<file path="config.mk">
export PLATFORM = sky130hd
export DESIGN_NAME = lm32_dp_ram_arb
export DESIGN_NICKNAME = d
export VERILOG_FILES = /design/src/rtl/lm32_dp_ram_arb.sv
export SDC_FILE = /design/constraint.sdc
export NUM_CORES = 1
export LEC_CHECK = 0
export CELL_PAD_IN_SITES_DETAIL_PLACEMENT = 1
export CELL_PAD_IN_SITES_GLOBAL_PLACEMENT = 1
export CORE_AREA = 2 2 103 105
export DETAILED_ROUTE_END_ITERATION = 7
export DIE_AREA = 0 0 105 107
export PLACE_DENSITY_LB_ADDON = 0.1
export SLEW_MARGIN = 30
export SYNTH_ARGS = -nofsm -noshare
export SYNTH_HDL_FRONTEND = slang
export SYNTH_SLANG_ARGS = --single-unit
</file>
<file path="constraint.sdc">
create_clock -name clk_i -period 3.5 [get_ports clk_i]
set_input_delay 0.525 -clock clk_i [delete_from_list [all_inputs] [get_ports clk_i]]
set_output_delay 0.525 -clock clk_i [all_outputs]
set_load 0.02 [all_outputs]
</file>
<file path="src/rtl/lm32_dp_ram_arb.sv">
// Two-requester arbiter in front of a dual-port RAM (one write port, one
// registered read port). After reset, or on request, the RAM is zero-filled
// one word per cycle; the block then serves one A/B access per cycle with
// round-robin resolution of simultaneous requests.
module lm32_dp_ram_arb #(
  parameter int addr_width = 4,
  parameter int data_width = 32
) (
  input  logic                  clk_i,
  input  logic                  rst_i,
  input  logic                  clear_i,
  input  logic                  a_req_i,
  input  logic                  a_we_i,
  input  logic [addr_width-1:0] a_addr_i,
  input  logic [data_width-1:0] a_wdata_i,
  output logic                  a_gnt_o,
  output logic                  a_rvalid_o,
  output logic [data_width-1:0] a_rdata_o,
  input  logic                  b_req_i,
  input  logic                  b_we_i,
  input  logic [addr_width-1:0] b_addr_i,
  input  logic [data_width-1:0] b_wdata_i,
  output logic                  b_gnt_o,
  output logic                  b_rvalid_o,
  output logic [data_width-1:0] b_rdata_o,
  output logic                  init_done_o,
  output logic                  ram_we_o,
  output logic [addr_width-1:0] ram_waddr_o,
  output logic [data_width-1:0] ram_wdata_o,
  output logic [addr_width-1:0] ram_raddr_o,
  input  logic [data_width-1:0] ram_rdata_i
);

  typedef enum logic {
    CLEAR = 1'b0,
    RUN   = 1'b1
  } state_t;

  state_t                state_reg;
  logic [addr_width-1:0] count_reg;
  // 1 = B wins the next tie, 0 = A wins the next tie
  logic                  ptr_b_reg;
  logic                  a_rvalid_reg;
  logic                  b_rvalid_reg;

  logic                  run;
  logic                  filling;
  logic                  grant_a;
  logic                  grant_b;

  // Reset masks everything immediately, not just from the next edge.
  assign run     = (state_reg == RUN) && !rst_i;
  assign filling = (state_reg == CLEAR) && !rst_i;

  // Grant selection: a lone requester always wins, ties go to the pointer.
  always_comb begin
    grant_a = 1'b0;
    grant_b = 1'b0;
    if (run) begin
      if (a_req_i && b_req_i) begin
        grant_a = !ptr_b_reg;
        grant_b = ptr_b_reg;
      end else begin
        grant_a = a_req_i;
        grant_b = b_req_i;
      end
    end
  end

  // RAM port steering: zero-fill writes while clearing, otherwise the granted access.
  always_comb begin
    ram_we_o    = 1'b0;
    ram_waddr_o = count_reg;
    ram_wdata_o = '0;
    ram_raddr_o = a_addr_i;
    if (filling) begin
      ram_we_o = 1'b1;
    end else if (grant_a) begin
      ram_we_o    = a_we_i;
      ram_waddr_o = a_addr_i;
      ram_wdata_o = a_wdata_i;
      ram_raddr_o = a_addr_i;
    end else if (grant_b) begin
      ram_we_o    = b_we_i;
      ram_waddr_o = b_addr_i;
      ram_wdata_o = b_wdata_i;
      ram_raddr_o = b_addr_i;
    end
  end

  // FSM, fill counter, round-robin pointer and read-valid pipeline.
  always_ff @(posedge clk_i) begin
    if (rst_i) begin
      state_reg    <= CLEAR;
      count_reg    <= '0;
      ptr_b_reg    <= 1'b0;
      a_rvalid_reg <= 1'b0;
      b_rvalid_reg <= 1'b0;
    end else begin
      // A read granted now sees its data next cycle, even if clear_i leaves RUN.
      a_rvalid_reg <= grant_a && !a_we_i;
      b_rvalid_reg <= grant_b && !b_we_i;
      if (grant_a) begin
        ptr_b_reg <= 1'b1;
      end else if (grant_b) begin
        ptr_b_reg <= 1'b0;
      end
      case (state_reg)
        CLEAR: begin
          // Counter wraps back to zero as the last address is written.
          count_reg <= count_reg + 1'b1;
          if (count_reg == {addr_width{1'b1}}) begin
            state_reg <= RUN;
          end
        end
        RUN: begin
          if (clear_i) begin
            state_reg <= CLEAR;
            count_reg <= '0;
          end
        end
        default: begin
          state_reg <= CLEAR;
          count_reg <= '0;
        end
      endcase
    end
  end

  assign a_gnt_o     = grant_a;
  assign b_gnt_o     = grant_b;
  assign a_rvalid_o  = a_rvalid_reg && !rst_i;
  assign b_rvalid_o  = b_rvalid_reg && !rst_i;
  assign a_rdata_o   = ram_rdata_i;
  assign b_rdata_o   = ram_rdata_i;
  assign init_done_o = run;

endmodule

</file>
==> results.md <==
* Share of power burned in registers at between 20% and 30%
* Row cnt at 37
* Critical Path RT at approximately 3.0 ns
* Pre-CTS setup slack at between 0.4 and 0.5 ns
* Synth Instances at about 160
* Post-CTS Setup Repair Bufs at 0
* Critical path capture point type: primary output
* Final Critical Period at ~3.0 ns
* Hpwl dp at around 5200 µm
* Number of synthesized register bits at 8
* GR Util All Layers at a little over a tenth
* Setup TNS at 0 ns
* Inst Count DP at 352
* Initial antenna violation count at 0
* Gr ovfl total at 0
* Fin area at 2300 µm²
* Pin count of the biggest net entering global routing at 35
* Worst skew pair latency at 0.23 ns
* Port Buf Inserts at 124
* Endpoints failing hold at 0
* Synth warnings at 0
* Slew Limit Fails at 0
* Vias in the first global route at 1,419
* RSZ-0062 raised after global routing: false
* Final RePlAce weighted congestion at between 0.7 and 0.8
* Top delay family on crit path: buffers and inverters
* Synth top area share at approximately 36%
* Fin cells at about 360
* Initial Utilization at 13.7%
* Placed instance area at between 2000 and 2500 µm²
* Worst Slack Setup Final at 0.460 ns
* Worst slew pin tran at roughly 0.28 ns
* Fillers at 1,209
* WP data arrival at 2.52 ns
* Clock-pin slew on the worst setup and hold paths at ~0.04 ns
* Final ANT Viol Nets at 0
* Max Clk Rate at about 330 MHz
* Internal power at 0.000267 W
* Critical Path Max Stage Delay at ~0.63 ns
* Overall power at around 0.00035 W
* Relative slew slack at 81.2%
* IO Count at about 220
* Sw Share at a little under a quarter
* Core Region at roughly 10,000 µm²
* Area contributors post-synth: buf_4 (36%), a22o_1 (20%), dfxtp_1 (12%)
* Die X at 105 µm
* Hold crit path type: reg2reg
* Wirelength, routed at 6120 µm
* Clock sinks at 8
* Crit-path max FO at 34
* # setup viols final at 0
* Max reg flops at 4
* CP Cell Sequence: clkdlybuf4s50_1 > a21boi_2 > nand2_4 > inv_2 > buf_12 > a221o_1 > clkdlybuf4s50_1
* Die Y at 107 µm
* Synth cell types at 33
* Synth Area per Inst at between 8 and 9 µm²
* Worst vdd ir at 0.119 mV
* Routed vias at between 1k and 1.5k
* TritonRoute pass-1 iters at 4
* Buf+Inv Stages, Crit Path at 4
* Crit path launch type: input port
* Total of max-cap violations at 0
* Layout cells sized above 1 at under 10%
* Clock Skew at approximately 0.0019 ns
* Storage element area at 160 µm²
* Pwr dens at ~150 nW/µm²
* DRC at 0
* Combinational Power Share at around two fifths
* NetSw at just over 0.00008 W
* # diodes at 0
* Area of the mapped netlist at 1380 µm²
* Drt via density at around 3.8
* Kind of critical path: in2out
* CP most frequent cell: clkdlybuf4s50_1
* Syn Nets at roughly 270
* Htree depth at 1
* First-pass GRT wire length at slightly above 9000 µm
* Die footprint at 11,200 µm²
* Clock power frac at about 33%
* Max Root-Sink Buffers at 2
* Iteration-0 DRC Markers at 30
* CTS tree: done
* Multi-input logic area at between 600 and 700 µm²
* Pleak at just over 0.8 nW
* Leading area contributor after synthesis: buf_4
* Synthesis-to-layout area growth at 66.5%
* Hold buffers post-CTS at 0
* Sequential fraction of the synthesis area at about 12%
* CP max-delay cell: clkdlybuf4s50_1
* Post_cts resized at 0
* Clock root buffer: clkbuf_8
* Number of CTS-inserted buffers at 3
* Wire per inst at 17.2 µm
* Status: finished, final reports clean
* Final net count at 333
* Period utilisation layout at between 80 and 90%
## final timing paths
check	start	to	slack [ns]	cells after the start
max	b_req_i	ram_waddr_o[2]	0.46	7
min	ptr_b_reg	ptr_b_reg	0.53	1
max reg2reg	count_reg[0]	state_reg	2.40	4
min reg2reg	ptr_b_reg	ptr_b_reg	0.53	1
## per-layer routing
metal / wire [µm] / up-vias / GRT usage, %
met3: 704 / 13 / 4.26
met5: 0 / - / 0
met2: 3120 / 90 / 19.7
li1: - / 635 / -
met4: 60 / 0 / 2.76
met1: 2240 / 615 / 11.0
## cells in the mapped netlist
library cell and count:
nor3_1 1, inv_8 1, nand3_4 1, buf_12 1
nand2_4 1, buf_2 1, a22o_1 32, nand2b_1 3
dfxtp_1 8, inv_6 1, nand2b_4 1, o21bai_1 3
nand3_1 1, nor2b_1 4, buf_4 67, o211a_1 1
a21oi_1 6, inv_2 1, o21a_1 1, nand4_1 1
a31oi_1 1, o221a_2 3, nor2_1 7, o21ai_0 1
buf_8 2, a311oi_1 1, mux2_2 4, a32oi_1 1
ha_1 1, nand3b_1 1, a21boi_2 1, buf_6 1
a221o_1 1
## power groups by stage
stage	sequential, W	combinational (W)	clock (W)
floorplan	0.0000990	0.000135	0
CTS	0.0000987	0.000137	0.000120
global route	0.0000995	0.000144	0.000127
finish	0.0000987	0.000135	0.000115
detailed placement	0.000100	0.000137	0
global placement	0.000100	0.000136	0
## logic make-up after synthesis
group / synth area share (%)
mux: 3.26
compound gates: 31.4
flops: 11.6
simple gates: 9.87
buf+inv: 42.9
fa+ha+maj: 0.906
## layout by cell type (no fill, tap or decap), types with 2 or more instances in the layout
cell and n:
nand2b_1 3, nor2_1 7, dfxtp_1 8, mux2_2 4, a21oi_1 6, o221a_2 3, clkbuf_8 3, clkdlybuf4s50_1 124
a22o_1 32, nor2b_1 4, buf_4 2, o21bai_1 3
## final cells by class
type | instances | share of cell area, %
repair buffers | 127 | 55.5
multi-input cells | 78 | 27.3
well taps | 136 | 7.40
flip-flops and latches | 8 | 6.96
clock buffers | 3 | 1.80
inverters | 3 | 1.03
## metrics by stage
step | utilization, % | hold WS, ns
after floorplan | - | 0.474
after global placement | 22.4 | 0.527
after detailed placement | 22.4 | 0.522
after CTS | 22.8 | 0.533
after global routing | 22.8 | 0.557
final | 22.8 | 0.532
(Power assumes the default switching activity.)
